### src/rtl/barrido_tabla_pkg.sv
// Shared definitions for the truth-table sweep checker: row width,
// shared delay counter width and FSM state encoding.
package barrido_tabla_pkg;

  localparam int unsigned FILA_W = 3;
  localparam int unsigned CNT_W  = 24;
  localparam int unsigned MISM_W = 4;

  localparam logic [FILA_W-1:0] FILA_ULT = '1;
  localparam logic [MISM_W-1:0] MISM_MAX = 4'd8;

  typedef enum logic [2:0] {
    IDLE   = 3'd0,
    APPLY  = 3'd1,
    SETTLE = 3'd2,
    SAMPLE = 3'd3,
    WAIT   = 3'd4,
    DONE   = 3'd5
  } estado_t;

endpackage

### src/rtl/barrido_tabla_detector.sv
// Two-flop synchronizer followed by a rising-edge detector; a held
// input yields exactly one registered single-cycle pulse.
module detector_flanco (
  input  logic clk,
  input  logic reset,
  input  logic in,
  output logic pulso
);

  logic r_s1;
  logic r_s2;
  logic r_prev;
  logic r_pulso;

  always_ff @(posedge clk) begin
    if (reset) begin
      r_s1    <= 1'b0;
      r_s2    <= 1'b0;
      r_prev  <= 1'b0;
      r_pulso <= 1'b0;
    end else begin
      r_s1    <= in;
      r_s2    <= r_s1;
      r_prev  <= r_s2;
      r_pulso <= r_s2 & ~r_prev;
    end
  end

  assign pulso = r_pulso;

endmodule

### src/rtl/barrido_tabla.sv
// Sweeps all eight rows of a 3-input truth table, comparing a reference
// output against the implementation under check; manual or timed stepping.
module barrido_tabla
  import barrido_tabla_pkg::*;
#(
  parameter int unsigned SETTLE_CYC = 2,
  parameter int unsigned DIV        = 12_500_000
) (
  input  logic              clk,
  input  logic              reset,
  input  logic              inicio,
  input  logic              modo,
  input  logic              paso,
  input  logic              Y_ref,
  input  logic              Y_dut,
  output logic              A,
  output logic              B,
  output logic              C,
  output logic [FILA_W-1:0] fila,
  output logic              error,
  output logic [FILA_W-1:0] err_fila,
  output logic [MISM_W-1:0] mism,
  output logic              listo,
  output logic              pasa
);

  localparam logic [CNT_W-1:0] SETTLE_LD = CNT_W'(SETTLE_CYC - 1);
  localparam logic [CNT_W-1:0] DIV_LD    = CNT_W'(DIV - 1);

  estado_t             r_estado;
  logic [CNT_W-1:0]    r_cnt;
  logic [FILA_W-1:0]   r_fila;
  logic [FILA_W-1:0]   r_abc;
  logic                r_error;
  logic [FILA_W-1:0]   r_err_fila;
  logic [MISM_W-1:0]   r_mism;
  logic                r_listo;
  logic                r_pasa;
  logic                w_paso_pulso;

  detector_flanco u_det_paso (
    .clk   (clk),
    .reset (reset),
    .in    (paso),
    .pulso (w_paso_pulso)
  );

  always_ff @(posedge clk) begin
    if (reset) begin
      r_estado   <= IDLE;
      r_cnt      <= '0;
      r_fila     <= '0;
      r_abc      <= '0;
      r_error    <= 1'b0;
      r_err_fila <= '0;
      r_mism     <= '0;
      r_listo    <= 1'b0;
      r_pasa     <= 1'b0;
    end else if (inicio) begin
      r_estado   <= APPLY;
      r_cnt      <= '0;
      r_fila     <= '0;
      r_error    <= 1'b0;
      r_err_fila <= '0;
      r_mism     <= '0;
      r_listo    <= 1'b0;
      r_pasa     <= 1'b0;
    end else begin
      case (r_estado)
        IDLE: ;
        APPLY: begin
          r_abc    <= r_fila;
          r_cnt    <= SETTLE_LD;
          r_estado <= SETTLE;
        end
        SETTLE: begin
          if (r_cnt == '0) r_estado <= SAMPLE;
          else             r_cnt    <= r_cnt - 1'b1;
        end
        SAMPLE: begin
          if (Y_ref != Y_dut) begin
            if (r_mism != MISM_MAX) r_mism <= r_mism + 1'b1;
            if (!r_error) r_err_fila <= r_fila;
            r_error <= 1'b1;
          end
          if (r_fila == FILA_ULT) begin
            r_estado <= DONE;
          end else begin
            r_cnt    <= DIV_LD;
            r_estado <= WAIT;
          end
        end
        WAIT: begin
          // Manual mode keeps the counter primed so a switch to auto waits a full DIV.
          if (modo) begin
            if (r_cnt == '0) begin
              r_fila   <= r_fila + 1'b1;
              r_estado <= APPLY;
            end else begin
              r_cnt <= r_cnt - 1'b1;
            end
          end else begin
            r_cnt <= DIV_LD;
            if (w_paso_pulso) begin
              r_fila   <= r_fila + 1'b1;
              r_estado <= APPLY;
            end
          end
        end
        DONE: begin
          r_listo <= 1'b1;
          r_pasa  <= ~r_error;
        end
        default: r_estado <= IDLE;
      endcase
    end
  end

  assign A        = r_abc[2];
  assign B        = r_abc[1];
  assign C        = r_abc[0];
  assign fila     = r_fila;
  assign error    = r_error;
  assign err_fila = r_err_fila;
  assign mism     = r_mism;
  assign listo    = r_listo;
  assign pasa     = r_pasa;

endmodule

### config.mk
export PLATFORM = sky130hd
export DESIGN_NAME = barrido_tabla
export DESIGN_NICKNAME = d
export VERILOG_FILES = /design/src/rtl/barrido_tabla_pkg.sv /design/src/rtl/barrido_tabla_detector.sv /design/src/rtl/barrido_tabla.sv
export SDC_FILE = /design/constraint.sdc
export NUM_CORES = 1
export LEC_CHECK = 0
export ABC_AREA = 1
export CORE_ASPECT_RATIO = 1.4
export CORE_UTILIZATION = 55
export CTS_CLUSTER_DIAMETER = 100
export CTS_CLUSTER_SIZE = 10
export DETAILED_ROUTE_END_ITERATION = 10
export PLACE_DENSITY = 0.88
export RECOVER_POWER = 50
export SYNTH_ARGS = -nofsm -noshare
export SYNTH_HDL_FRONTEND = slang
export SYNTH_SLANG_ARGS = --single-unit
### constraint.sdc
create_clock -name clk -period 1.71 [get_ports clk]
set_input_delay 0.342 -clock clk [delete_from_list [all_inputs] [get_ports clk]]
set_output_delay 0.342 -clock clk [all_outputs]
set_load 0.005 [all_outputs]
[Yosys cells after proc, flatten, opt, wreduce, memory -nomap -nowiden]
Index checks and enable logic that the tools add are counted.
Storage, ports and cells
  input port bits: 7
  register bits: 47
  word-level logic and storage cells: 67
  output and inout port bits: 16
Cells by class
  add/sub/neg operators: 3
  reductions and logical operators: 14
  mux-type cells: 14
  eq/ne operators: 17
  bitwise operators: 5
Operator list (number)
  one-hot mux 24 bit (4 select lines): 1
  2-to-1 mux 24 bit: 3
  zero test 24 bit: 1
  subtractor 24 x 1 -> 24 bit, second input constant: 1
  2-to-1 mux 3 bit: 7
  one-hot mux 3 bit (5 select lines): 1
  == test 3 bit, second input constant: 3
  AND reduction 3 bit: 3
  inequality test 4 bit, second input constant: 2
  AND reduction 4 bit: 2
  == test 3 x 2 -> 1 bit, second input constant: 2
  inequality test 3 bit, second input constant: 2
  AND reduction 2 bit: 3
  adder 4 x 1 -> 4 bit, second input constant: 1
  inequality test 2 x 1 -> 1 bit, second input constant: 2
  inequality test 2 bit, second input constant: 2
  inequality test 4 x 3 -> 1 bit, second input constant: 1
  inverter 1 bit: 4
  nonzero test 4 bit: 1
  OR reduction 2 bit: 2
  adder 3 x 1 -> 3 bit, second input constant: 1
  == test 3 x 1 -> 1 bit, second input constant: 1
  zero test 3 bit: 1
  inequality test 3 x 2 -> 1 bit, second input constant: 1
  4 further kinds: 5

[Longest topological paths before layout]
  depth after elaboration: 5
  gate-level depth with buffers: 12
  gate-level depth less buffers: 12

[Modules after synthesis]
Synthesis repeated with hierarchy kept, for this count alone.
Unflattened totals
  cells, all modules: 413
  area total of the unflattened synthesis: 2655.0 um^2
Modules (own cells, without submodules)
  barrido_tabla: seq. area each 860.8 um^2, cells an instance 401, times used 1, area each 2539.9 um^2
  detector_flanco: seq. area each 80.1 um^2, cells an instance 12, times used 1, area each 115.1 um^2

[Least setup slack after synthesis]
No wires, ideal clock.
  path type: reg2reg
  start: register r_cnt[0]
  end: register r_fila[0] (netlist: fila[0])
  slack: 157 ps
  cell stages (with the launch flop): 11
  arrival time: 1434 ps
  required time: 1591 ps
  library setup time: 119 ps
  path buffers: 1
  clock period less this slack: 1553 ps
  cell sequence: dfxtp_1 inv_1 ha_1 nand2_1 nor2_4 nand3_4 buf_6 nand2_1 nand2_1 o21ai_0 a21oi_1
Between the ends
  cells in the longest elaborated chain, start to end: 3
RTL lines
  start: declaration: RTL line barrido_tabla.sv:31  | logic [CNT_W-1:0] r_cnt;
  start signal: assignment: RTL line barrido_tabla.sv:78  | else r_cnt <= r_cnt - 1'b1;
  start signal: assignment: RTL line barrido_tabla.sv:100  | r_cnt <= r_cnt - 1'b1;
  zero test 24 bit: RTL line barrido_tabla.sv:96  | if (r_cnt == '0) begin
  inequality test 2 x 1 -> 1 bit (no source line)
  AND reduction 3 bit (no source line)
  end signal: assignment: RTL line barrido_tabla.sv:97  | r_fila <= r_fila + 1'b1;
  end signal: assignment: RTL line barrido_tabla.sv:105  | r_fila <= r_fila + 1'b1;
  end: declaration: RTL line barrido_tabla.sv:32  | logic [FILA_W-1:0] r_fila;
Every way passes these cells.
A chain may end at the register's enable or synchronous reset.

[Final worst setup path]
  start: register r_cnt[14]
  end: register r_cnt[1]
Between the ends
  cells in the longest elaborated chain, start to end: 4
RTL lines (RTL line)
  zero test 24 bit (*): barrido_tabla.sv:77, barrido_tabla.sv:96
  2-to-1 mux 24 bit (*)
  2-to-1 mux 24 bit
  one-hot mux 24 bit (4 select lines) (*)
Mark *: on every way between the ends. The rest lies on a longest branch, timed or not.

==> summary.md <==
| Metric | Value |
|---|---|
| CP required | between 1500 and 2000 ps |
| CTS tree | done |
| H-tree levels | 2 |
| Crit-path leading delay family | simple AND/OR/NAND/NOR gates |
| P per Cell Area | ~670 nW/µm² |
| Height of the chip | 84.3 µm |
| Final period util | 0.976 |
| Register area share after synthesis | 0.354 |
| GP Congestion | approximately 0.93 |
| DR iter-0 viols | between 150 and 200 |
| R2R depth | 10 |
| Layout cells sized above 1 | 0.171 |
| Final Power | approximately 2.2 mW |
| Hold Path Cell Cnt | 1 |
| Total track usage | 0.277 |
| Root Buffer | clkbuf_8 |
| Final Max Slew Viols | 0 |
| Unique masters post-synth | 38 |
| Hold endpoint | u_det_paso.pulso |
| Mapped Cells | just over 400 |
| CP most frequent cell | nand2_1 |
| Synth warn | 0 |
| Post-CTS Hold Buffers | 0 |
| DP Area | roughly 3100 µm² |
| Crit start category | flip-flop |
| Initial core utilization | 0.582 |
| RSZ-0062 raised after global routing | true |
| Switching Power | 0.642 mW |
| Int Power | between 1.5 and 2 mW |
| Top_reg_cell synth | dfxtp_1 |
| Synthesis-stage register bit count | 47 |
| Pre-antenna DRT Iters | 5 |
| Largest net degree at the start of global routing | 18 |
| Initial antenna violation count | 0 |
| Design area | 3320 µm² |
| Yosys top cell by area | dfxtp_1 |
| Commonest cells after routing, fill and taps aside | 101 x nand2_1, 51 x nor2_1, 41 x inv_1, 41 x dfxtp_1 |
| Via density per instance | 5.49 |
| Status | completed |
| Number of fill cells | between 300 and 400 |
| Total congestion overflow | 0 |
| Number of synthesized flops with an enable pin | 0 |
| Routed WL | approximately 7000 µm |
| Synth Cell Area | 2660 µm² |
| Crit Path Max Fanout | 9 |
| Synth async-reset ratio | 0 |
| DR DRC count | 0 |
| Number of global-route vias before repair | between 2000 and 3000 |
| Worst VDD drop | between 0.7 and 0.8 mV |
| Hold crit path type | flip-flop to flip-flop |
| First-pass GRT wire length | 10800 µm |
| Max incr delay on CP | between 300 and 400 ps |
| Reg-to-Reg End | r_cnt[1] |
| Post-route ant nets | 0 |
| Post-layout min period | 1670 ps |
| Slew headroom | 0.745 |
| Syn_nets | 416 |
| Hold_sp | u_det_paso.r_prev |
| Crit Path Category | flip-flop to flip-flop |
| Avg WL per Cell | around 13 µm |
| Worst path arrival time | between 1500 and 2000 ps |
| Fmax | around 600 MHz |
| Clock Latency Late Sink | about 310 ps |
| Final Hold Viols | 0 |
| Crit-path slowest cell | dfxtp_1 |
| Worst R2R Start | r_cnt[14] |
| Area of the die | roughly 5100 µm² |
| Clock power frac | 0.322 |
| Most common cell after layout, fill and taps aside | nand2_1 |
| Row cnt | 29 |
| Core ar. | about 4600 µm² |
| Synth top area cells | dfxtp_1 35%, nand2_1 15%, nor2_1 8.3% |
| Static Leak | ~1.5 nW |
| Average cell area after synthesis | 6.58 µm² |
| Clk buf depth | 2 |
| Setup violators final | 0 |
| Setup Skew | roughly 11 ps |
| Buffers & Inverters on Critical Path | 1 |
| Clock sink count | 47 |
| Max cap viols | 0 |
| Num CTS Buffers | 5 |
| Clk slew on worst S/H paths | roughly 90 ps |
| Layout area overhead | 24.9% |
| CP Capture Type | flip-flop |
| Power share of the combinational group | 0.178 |
| CP Cell Sequence | nor2_1 > nand2_1 > nor2_4 > nand3_4 > buf_6 > nand2_1 > o21ai_0 > o21ai_1 > nand2_1 > a21oi_1 |
| Switching Fraction | 0.286 |
| Reg2Reg Setup Slack | approximately 40 ps |
| Top-level port count | 23 |
| Actual slew at the worst max-slew pin | about 380 ps |
| Post-layout nets | about 460 |
| Die width | 60.8 µm |
| HPWL Detailed | 4780 µm |
| Reg power frac | 0.500 |
| # diodes | 0 |
| I/O Buffers | 22 |
| Vias post-DR | around 2800 |
| Synth top area share | 0.354 |
[per-layer routing]
layer | global-route usage | part of all wire
met2 | 0.461 | 0.52
met3 | 0.0539 | 0.042
met4 | 0.186 | 0.053
met5 | 0 | 0
met1 | 0.305 | 0.38
[state kept, by name, indices dropped and copies added (netlist names)]
name               count
r_cnt                 24
mism                   4
err_fila               3
fila                   3
r_abc                  3
r_estado               3
error                  1
listo                  1
pasa                   1
u_det_paso.pulso       1
u_det_paso.r_prev      1
u_det_paso.r_s1        1
u_det_paso.r_s2        1
[kinds of logic (layout without fill, tap and decap cells)]
logic type / after synthesis / after routing / share of synthesized area
adders and majority gates: 5 / 5 / 0.0235
buffers and inverters: 61 / 107 / 0.0992
DFF: 47 / 47 / 0.354
xor gates and xnor gates: 9 / 9 / 0.0296
AOI/OAI and AO/OA: 62 / 62 / 0.125
and+or+nand+nor: 220 / 220 / 0.369
[metrics by stage]
| stage | hold slack (ps) | setup TNS, ps | utilization | setup WS [ps] | instances |
|---|---|---|---|---|---|
| floorplan | 373 | 0 | - | 157 | 404 |
| global placement | 379 | 0 | 0.675 | 27.0 | 500 |
| detailed placement | 383 | -118 | 0.675 | -67.7 | 500 |
| CTS | 397 | 0 | 0.698 | 6.91 | 509 |
| global route | 430 | -656 | 0.727 | -89.4 | 512 |
| finish | 395 | 0 | 0.727 | 40.5 | 512 |
[power by group through the flow]
stage	clock network, mW	logic, mW	registers [mW]
floorplan	0	0.250	1.14
global placement	0	0.352	1.14
detailed placement	0	0.359	1.14
CTS	0.727	0.364	1.12
global route	0.768	0.441	1.12
finish	0.722	0.400	1.12
[how the worst max path moves through the flow]
stage | start | endpoint | slack (ps) | cells after the start
2_1_floorplan | r_cnt[0] | fila[0] | 160 | 10
3_3_place_gp | Y_dut | err_fila[1] | 30 | 8
3_5_place_dp | Y_dut | err_fila[1] | -70 | 8
4_1_cts | r_cnt[4] | r_cnt[19] | 7 | 12
5_1_grt | r_cnt[8] | r_cnt[19] | -90 | 12
6_report | r_cnt[14] | r_cnt[1] | 40 | 10
[final cells by class]
cell class	count	area [µm²]	area share
Clock inverter	2	16.3	0.00489
Tap cell	62	77.6	0.0233
Clock buffer	6	82.6	0.0248
Sequential cell	47	951	0.286
Timing Repair Buffer	49	457	0.137
Multi-Input combinational cell	296	1540	0.464
Inverter	50	196	0.0591
[cell usage after synthesis, types with 5 or more instances]
cell type  count
o21ai_0       20
dfxtp_1       47
inv_1         44
nor2_2         5
xor2_1         8
nand3_1       27
nand4_1        7
nor2_1        59
ha_1           5
a21oi_1       29
nand2_1      103
[worst reg2reg max path: stages, from the launching register on]
cell and delay, ps:
dfxtp_1 360, nor2_1 190, nand2_1 130, nor2_4 150
nand3_4 150, buf_6 180, nand2_1 60, o21ai_0 80
o21ai_1 130, nand2_1 70, a21oi_1 110
[what timing repair did]
item / in CTS / in global routing
gates resized for setup: 0 / 38
buffers inserted: 1 / 3
pin swaps: 1 / 5
endpoints found under the setup margin: 2 / 21
cloned: 0 / 0
Power figures use the tool's default switching activity.
